[src/rtl/fetch_unit_if.sv]
// Instruction-memory request/grant + in-order response bus between fetch (master) and imem (slave).
interface fetch_unit_if;
   logic        req;
   logic [31:0] addr;
   logic        gnt;
   logic        rvalid;
   logic [31:0] rdata;

   modport master (output req, addr, input gnt, rvalid, rdata);
   modport slave  (input req, addr, output gnt, rvalid, rdata);
endinterface

[src/rtl/fetch_unit.sv]
// Fetch stage: PC, credit-limited imem requests, PC tag queue, instruction FIFO to decode.
// Define FETCH_ALIGN_CHECK_EN to halt fetch and flag o_misaligned on a misaligned redirect.
module fetch_unit #(
   parameter logic [31:0] RESET_PC = 32'h0000_0000,
   parameter int          DEPTH    = 2
) (
   input  logic               i_clk,
   input  logic               i_rst_n,
   fetch_unit_if.master       io_imem,
   input  logic               i_redirect,
   input  logic [31:0]        i_redirect_pc,
   output logic               o_valid,
   input  logic               i_ready,
   output logic [31:0]        o_inst,
   output logic [31:0]        o_pc,
   output logic               o_misaligned
);
   localparam int          AW         = $clog2(DEPTH);
   localparam int          CW         = AW + 1;
   localparam logic [CW:0] P_DEPTH    = DEPTH[CW:0];
   localparam logic [31:0] P_RESET_PC = RESET_PC & 32'hFFFF_FFFC;

   logic [31:0]   r_pc;
   logic          r_halt;
   logic          r_misaligned;
   logic [CW-1:0] r_out;
   logic [CW-1:0] r_drop;
   logic [CW-1:0] r_wptr;
   logic [CW-1:0] r_rptr;
   logic [AW-1:0] r_tag_wptr;
   logic [AW-1:0] r_tag_rptr;
   logic [31:0]   r_fifo_inst [DEPTH];
   logic [31:0]   r_fifo_pc   [DEPTH];
   logic [31:0]   r_tag_pc    [DEPTH];

   logic [CW-1:0] w_count;
   logic [CW:0]   w_credit_used;
   logic          w_req;
   logic          w_gnt;
   logic          w_rsp;
   logic          w_empty;
   logic          w_pop;
   logic          w_push;
   logic [CW-1:0] w_out_next;
   logic [31:0]   w_redirect_pc;
   logic          w_redirect_bad;

   assign w_count       = r_wptr - r_rptr;
   assign w_credit_used = {1'b0, r_out} + {1'b0, w_count};
   // Outstanding plus buffered never exceeds DEPTH, so a response push can never overflow.
   assign w_req         = !r_halt && (w_credit_used < P_DEPTH);
   assign w_gnt         = w_req && io_imem.gnt;
   assign w_rsp         = io_imem.rvalid;
   assign w_empty       = (r_wptr == r_rptr);
   assign w_pop         = !w_empty && i_ready && !i_redirect;
   assign w_push        = w_rsp && (r_drop == '0) && !i_redirect;
   assign w_out_next    = r_out + {{(CW-1){1'b0}}, w_gnt} - {{(CW-1){1'b0}}, w_rsp};
   assign w_redirect_pc = i_redirect_pc & 32'hFFFF_FFFC;

`ifdef FETCH_ALIGN_CHECK_EN
   assign w_redirect_bad = (i_redirect_pc[1:0] != 2'b00);
`else
   assign w_redirect_bad = 1'b0;
`endif

   assign io_imem.req  = w_req;
   assign io_imem.addr = r_pc;
   assign o_valid      = !w_empty;
   assign o_inst       = r_fifo_inst[r_rptr[AW-1:0]];
   assign o_pc         = r_fifo_pc[r_rptr[AW-1:0]];
   assign o_misaligned = r_misaligned;

   always_ff @(posedge i_clk or negedge i_rst_n) begin
      if (!i_rst_n) begin
         r_pc         <= P_RESET_PC;
         r_halt       <= 1'b0;
         r_misaligned <= 1'b0;
         r_out        <= '0;
         r_drop       <= '0;
         r_wptr       <= '0;
         r_rptr       <= '0;
         r_tag_wptr   <= '0;
         r_tag_rptr   <= '0;
         for (int i = 0; i < DEPTH; i++) begin
            r_fifo_inst[i] <= '0;
            r_fifo_pc[i]   <= '0;
            r_tag_pc[i]    <= '0;
         end
      end else begin
         r_out <= w_out_next;
         // The tag queue tracks every issued request, including ones that will be dropped.
         if (w_gnt) begin
            r_tag_pc[r_tag_wptr] <= r_pc;
            r_tag_wptr           <= r_tag_wptr + 1'b1;
         end
         if (w_rsp) begin
            r_tag_rptr <= r_tag_rptr + 1'b1;
         end
         if (i_redirect) begin
            r_pc         <= w_redirect_pc;
            r_wptr       <= '0;
            r_rptr       <= '0;
            r_drop       <= w_out_next;
            r_halt       <= w_redirect_bad;
            r_misaligned <= w_redirect_bad;
         end else begin
            if (w_gnt) begin
               r_pc <= r_pc + 32'd4;
            end
            if (w_rsp && (r_drop != '0)) begin
               r_drop <= r_drop - 1'b1;
            end
            if (w_push) begin
               r_fifo_inst[r_wptr[AW-1:0]] <= io_imem.rdata;
               r_fifo_pc[r_wptr[AW-1:0]]   <= r_tag_pc[r_tag_rptr];
               r_wptr                      <= r_wptr + 1'b1;
            end
            if (w_pop) begin
               r_rptr <= r_rptr + 1'b1;
            end
         end
      end
   end
endmodule

[src/flat_wrapper.sv]
// flat-port wrapper written by rule: the top's interface ports become plain ports
module fetch_unit_flat 
#(
   parameter logic [31:0] RESET_PC = 32'h0000_0000,
   parameter int          DEPTH    = 2
)
  (i_clk, i_rst_n, i_redirect, i_redirect_pc, o_valid, i_ready, o_inst, o_pc, o_misaligned, io_imem_req, io_imem_addr, io_imem_gnt, io_imem_rvalid, io_imem_rdata);
  fetch_unit_if io_imem_i ();
  input  logic i_clk;
  input  logic i_rst_n;
  input  logic i_redirect;
  input  logic [31:0] i_redirect_pc;
  output logic o_valid;
  input  logic i_ready;
  output logic [31:0] o_inst;
  output logic [31:0] o_pc;
  output logic o_misaligned;
  output wire logic [$bits(io_imem_i.req)-1:0] io_imem_req;
  output wire logic [$bits(io_imem_i.addr)-1:0] io_imem_addr;
  input wire logic [$bits(io_imem_i.gnt)-1:0] io_imem_gnt;
  input wire logic [$bits(io_imem_i.rvalid)-1:0] io_imem_rvalid;
  input wire logic [$bits(io_imem_i.rdata)-1:0] io_imem_rdata;
  assign io_imem_req = io_imem_i.req;
  assign io_imem_addr = io_imem_i.addr;
  assign io_imem_i.gnt = io_imem_gnt;
  assign io_imem_i.rvalid = io_imem_rvalid;
  assign io_imem_i.rdata = io_imem_rdata;
  fetch_unit #(.RESET_PC(RESET_PC), .DEPTH(DEPTH)) u_core (.i_clk(i_clk), .i_rst_n(i_rst_n), .io_imem(io_imem_i), .i_redirect(i_redirect), .i_redirect_pc(i_redirect_pc), .o_valid(o_valid), .i_ready(i_ready), .o_inst(o_inst), .o_pc(o_pc), .o_misaligned(o_misaligned));
endmodule
[config.mk]
export PLATFORM = sky130hd
export DESIGN_NAME = fetch_unit_flat
export DESIGN_NICKNAME = d
export VERILOG_FILES = /design/src/rtl/fetch_unit_if.sv /design/src/rtl/fetch_unit.sv /design/src/flat_wrapper.sv
export SDC_FILE = /design/constraint.sdc
export NUM_CORES = 1
export LEC_CHECK = 0
export ABC_AREA = 0
export CAP_MARGIN = 20
export CORE_AREA = 2 2 141 143
export CTS_BUF_LIST = sky130_fd_sc_hd__clkbuf_16
export DETAILED_ROUTE_END_ITERATION = 12
export DIE_AREA = 0 0 143 145
export GPL_TIMING_DRIVEN = 0
export PLACE_DENSITY = 0.76
export SLEW_MARGIN = 20
export SYNTH_ARGS = -nofsm -noshare
export SYNTH_HDL_FRONTEND = slang
export SYNTH_SLANG_ARGS = --single-unit
[constraint.sdc]
create_clock -name i_clk -period 4.2 [get_ports i_clk]
set_input_delay 1.26 -clock i_clk [delete_from_list [all_inputs] [get_ports i_clk]]
set_output_delay 1.26 -clock i_clk [all_outputs]
set_load 0.05 [all_outputs]
==> impl_metrics.yaml <==
outcome:
  status: "finished, final reports clean"
power:
  power_mw: 11.5
  p_int_mw: 6.81
  swShare_pct: 40.9
  combinationalPowerShare_pct: 50.3
  vdd_drop_max_uv: 565
  p_clk_share_pct: 18.6
  pwr-share-seq_pct: 31.1
  power_density_nw_per_um2: 895
  p_leak_nw: 5.44
  power.switching_mw: 4.71
timing:
  fin_skew_ns: 0.00996
  hold_viol_final: 0
  timing.fmax_mhz: 258
  min_period_over_period_pct: 92.4
  worst_slew_pin_slew_ns: 0.789
  setup_viol: 0
  rsz0062_at_grt: "no"
  tns_ns: 0
  fin_crit_ns: 3.88
  finalMaxSlewViolations: 0
  max-slew-margin-rel_pct: 47.4
  timing.hold.ws_ns: 0.474
floorplanning:
  die_w_um: 143
  dieArea_um2: 20700
  start_util_pct: 52.2
  die_h_um: 145
  rows: 51
  core_um2: 19200
  io_pins: 169
worst_setup_path:
  critical_path.slowest_cell: "clkdlybuf4s50_1"
  setup.worst_path.end: "o_inst[17]"
  cp-start-kind: "flop"
  cp_common_cell: "clkbuf_2"
  worstSetupPathType: "flop to output pin"
  reg2reg_to: "u_core.io_imem.addr[20]"
  reg2reg_slack_ns: 0.82
  cp-end-kind: "output pin"
  rr_worst_depth: 9
  worstPathMaxFanout: 10
  worstPathCellList: "clkbuf_2 > clkbuf_2 > mux2_2 > clkdlybuf4s50_1"
  reg2reg_from: "u_core.r_rptr[1]"
  startpoint: "u_core.r_rptr[0]"
  critPathArrivalTime_ns: 2.62
  crit_required_ns: 2.94
  max_stage_delay_ns: 0.73
grt:
  grt_busiest_layer: "met2"
  grt_antenna_before_repair: 0
  met1_usage_pct: 30.9
  grt_pass1_wl_mm: 37.5
  grt_pass1_vias: 7156
  met3_usage_pct: 3.76
  overflow: 0
  grt_max_degree: 87
  grt.met2_usage_pct: 37.2
  gr-usage-all-layers_pct: 22.4
flow_run:
  maxCapViolCount: 0
yosys:
  syn_area_per_cell_um2: 12.2
  synth_area_leaders: "dfrtp_1, mux2_2, mux2i_1"
  ys_ff_latch: 224
  synth_area_leader_cell: "dfrtp_1"
  yosysWarningCount: 0
  synth.distinct_cells: 37
  synthCells: 825
  yosysSeqAreaShare_pct: 55.9
  synth.cell_area_um2: 10000
  synth.top_cell.area_share_pct: 55.9
clocking:
  cts.hold.buffers_added: 0
  cts.sinks: 224
  clkTransAtPathRegs_ns: 0.06
  cts_root_buf: "clkbuf_16"
  cts_tree: "done"
  clkLatencyLatePin_ns: 0.51
  cts_buffers: 24
  cts.path.max_buffers: 3
  ctsHtreeMaxLevel: 1
placement:
  placedInstanceArea_um2: 12100
  portBuffers: 161
  dp_hpwl_mm: 15.9
  globalplace.congestion: 0.830
layout:
  final_nets: 1094
  drive_gt1_share_pct: 23.7
  diodes: 0
  design_area_um2: 12900
  syn_to_final_growth_pct: 28.3
  layout_common_cells: "dfrtp_1, mux2_2, clkdlybuf4s50_1"
  final_common_cell: "dfrtp_1"
  nFillCells: 1460
routing:
  first_pass_iters: 5
  wire_per_inst_um: 17.7
  ant_nets: 0
  drc_errors: 0
  vias: 7020
  drt_wl_total_mm: 23.0
  viasPerCell: 5.40
  drt_iter0_drc: 376
hold_path:
  hold_class: "flop to flop"
layout make-up:
| class | count | area (um2) | area share, % |
|---|---|---|---|
| Clock buffer | 25 | 626 | 4.86 |
| Inverter | 14 | 52.6 | 0.408 |
| Timing Repair Buffer | 163 | 1670 | 13.0 |
| Clock inverter | 18 | 183 | 1.42 |
| Buffer | 58 | 260 | 2.02 |
| Sequential cell | 224 | 5610 | 43.5 |
| Multi-Input combinational cell | 533 | 4140 | 32.2 |
| Tap cell | 265 | 332 | 2.58 |
cell usage after synthesis, drive strengths merged:
cell type  number
o31ai          13
conb            1
a211oi          1
or4b            1
xnor2          17
and4            2
o31a            4
or4            14
o211ai          1
nand3           9
nand2          58
clkbuf         44
xor2            5
inv            13
mux2i          31
ha              5
clkinv          1
or3b            1
o21ai          46
and2            3
or3             5
nand4           8
nor4            6
a21oi          32
and3            2
buf            14
nor2           55
dfrtp         224
mux2          186
fa              1
nor3            4
nand2b          3
a31oi          15
through the flow:
stage,worst slack (ns),utilization (%),cells
after floorplan,0.963,-,829
after global placement,-7.52,62.4,1255
after detailed placement,0.00544,62.8,1257
after CTS,0.0656,67.0,1300
after global routing,0.202,67.0,1300
final,0.317,67.0,1300
cell families (layout without fill, tap and decap cells):
family          count (synthesis)  after routing  share of synthesized area, %
flops                         224            224                          55.9
mux                           217            217                          24.0
simple gates                  171            171                          8.07
compound gates                112            112                          6.30
buf+inv                        72            278                          3.03
xor+xnor                       22             22                          1.92
fa+ha+maj                       6              6                         0.823
other cells                     1              5                        0.0374
flip-flops by register name (all words and copies together), names as in the netlist:
register and count:
u_core.r_rptr 2, u_core.r_tag_rptr 1, u_core.r_fifo_pc 60, u_core.r_tag_wptr 1
u_core.r_wptr 2, u_core.r_tag_pc 60, u_core.r_fifo_inst 64, u_core.r_out 2
u_core.r_drop 2, u_core.io_imem.addr 30
how the worst min path moves through the flow:
stage | from | end | slack (ns) | cells after the start
final | u_core.r_fifo_pc[30] | u_core.r_fifo_pc[30] | 0.47 | 2
after global routing | u_core.r_fifo_pc[30] | u_core.r_fifo_pc[30] | 0.51 | 2
after CTS | u_core.r_fifo_pc[30] | u_core.r_fifo_pc[30] | 0.48 | 2
after detailed placement | u_core.r_fifo_pc[30] | u_core.r_fifo_pc[30] | 0.47 | 2
after global placement | u_core.r_fifo_pc[26] | u_core.r_fifo_pc[26] | 0.45 | 2
after floorplan | u_core.r_fifo_pc[10] | u_core.r_fifo_pc[10] | 0.44 | 2
power by group through the flow:
stage          Clock, mW  Sequential (mW)  Combinational, mW
6_report            2.14             3.58               5.80
3_5_place_dp           0             3.60               5.82
3_3_place_gp           0             3.57               5.74
4_1_cts             2.19             3.58               5.86
2_1_floorplan          0             3.58               4.13
5_1_grt             2.29             3.69               6.16
critical path: cells and delay by family (launching register included):
kind | cells | cell delay [ns]
buffers and inverters | 3 | 1.39
muxes | 1 | 0.38
DFF | 1 | 0.35
per-layer routing:
metal | share of wire, % | vias up
li1 | - | 3309
met2 | 49 | 198
met3 | 6.0 | 25
met5 | 0 | -
met1 | 44 | 3488
met4 | 1.2 | 0
what timing repair did:
| action | CTS | global route |
|---|---|---|
| setup buffers | 0 | 0 |
| resized for setup | 6 | 3 |
| endpoints found under the setup margin | 49 | 11 |
| endpoints found under the hold margin | 0 | 0 |
(Power assumes the default switching activity.)
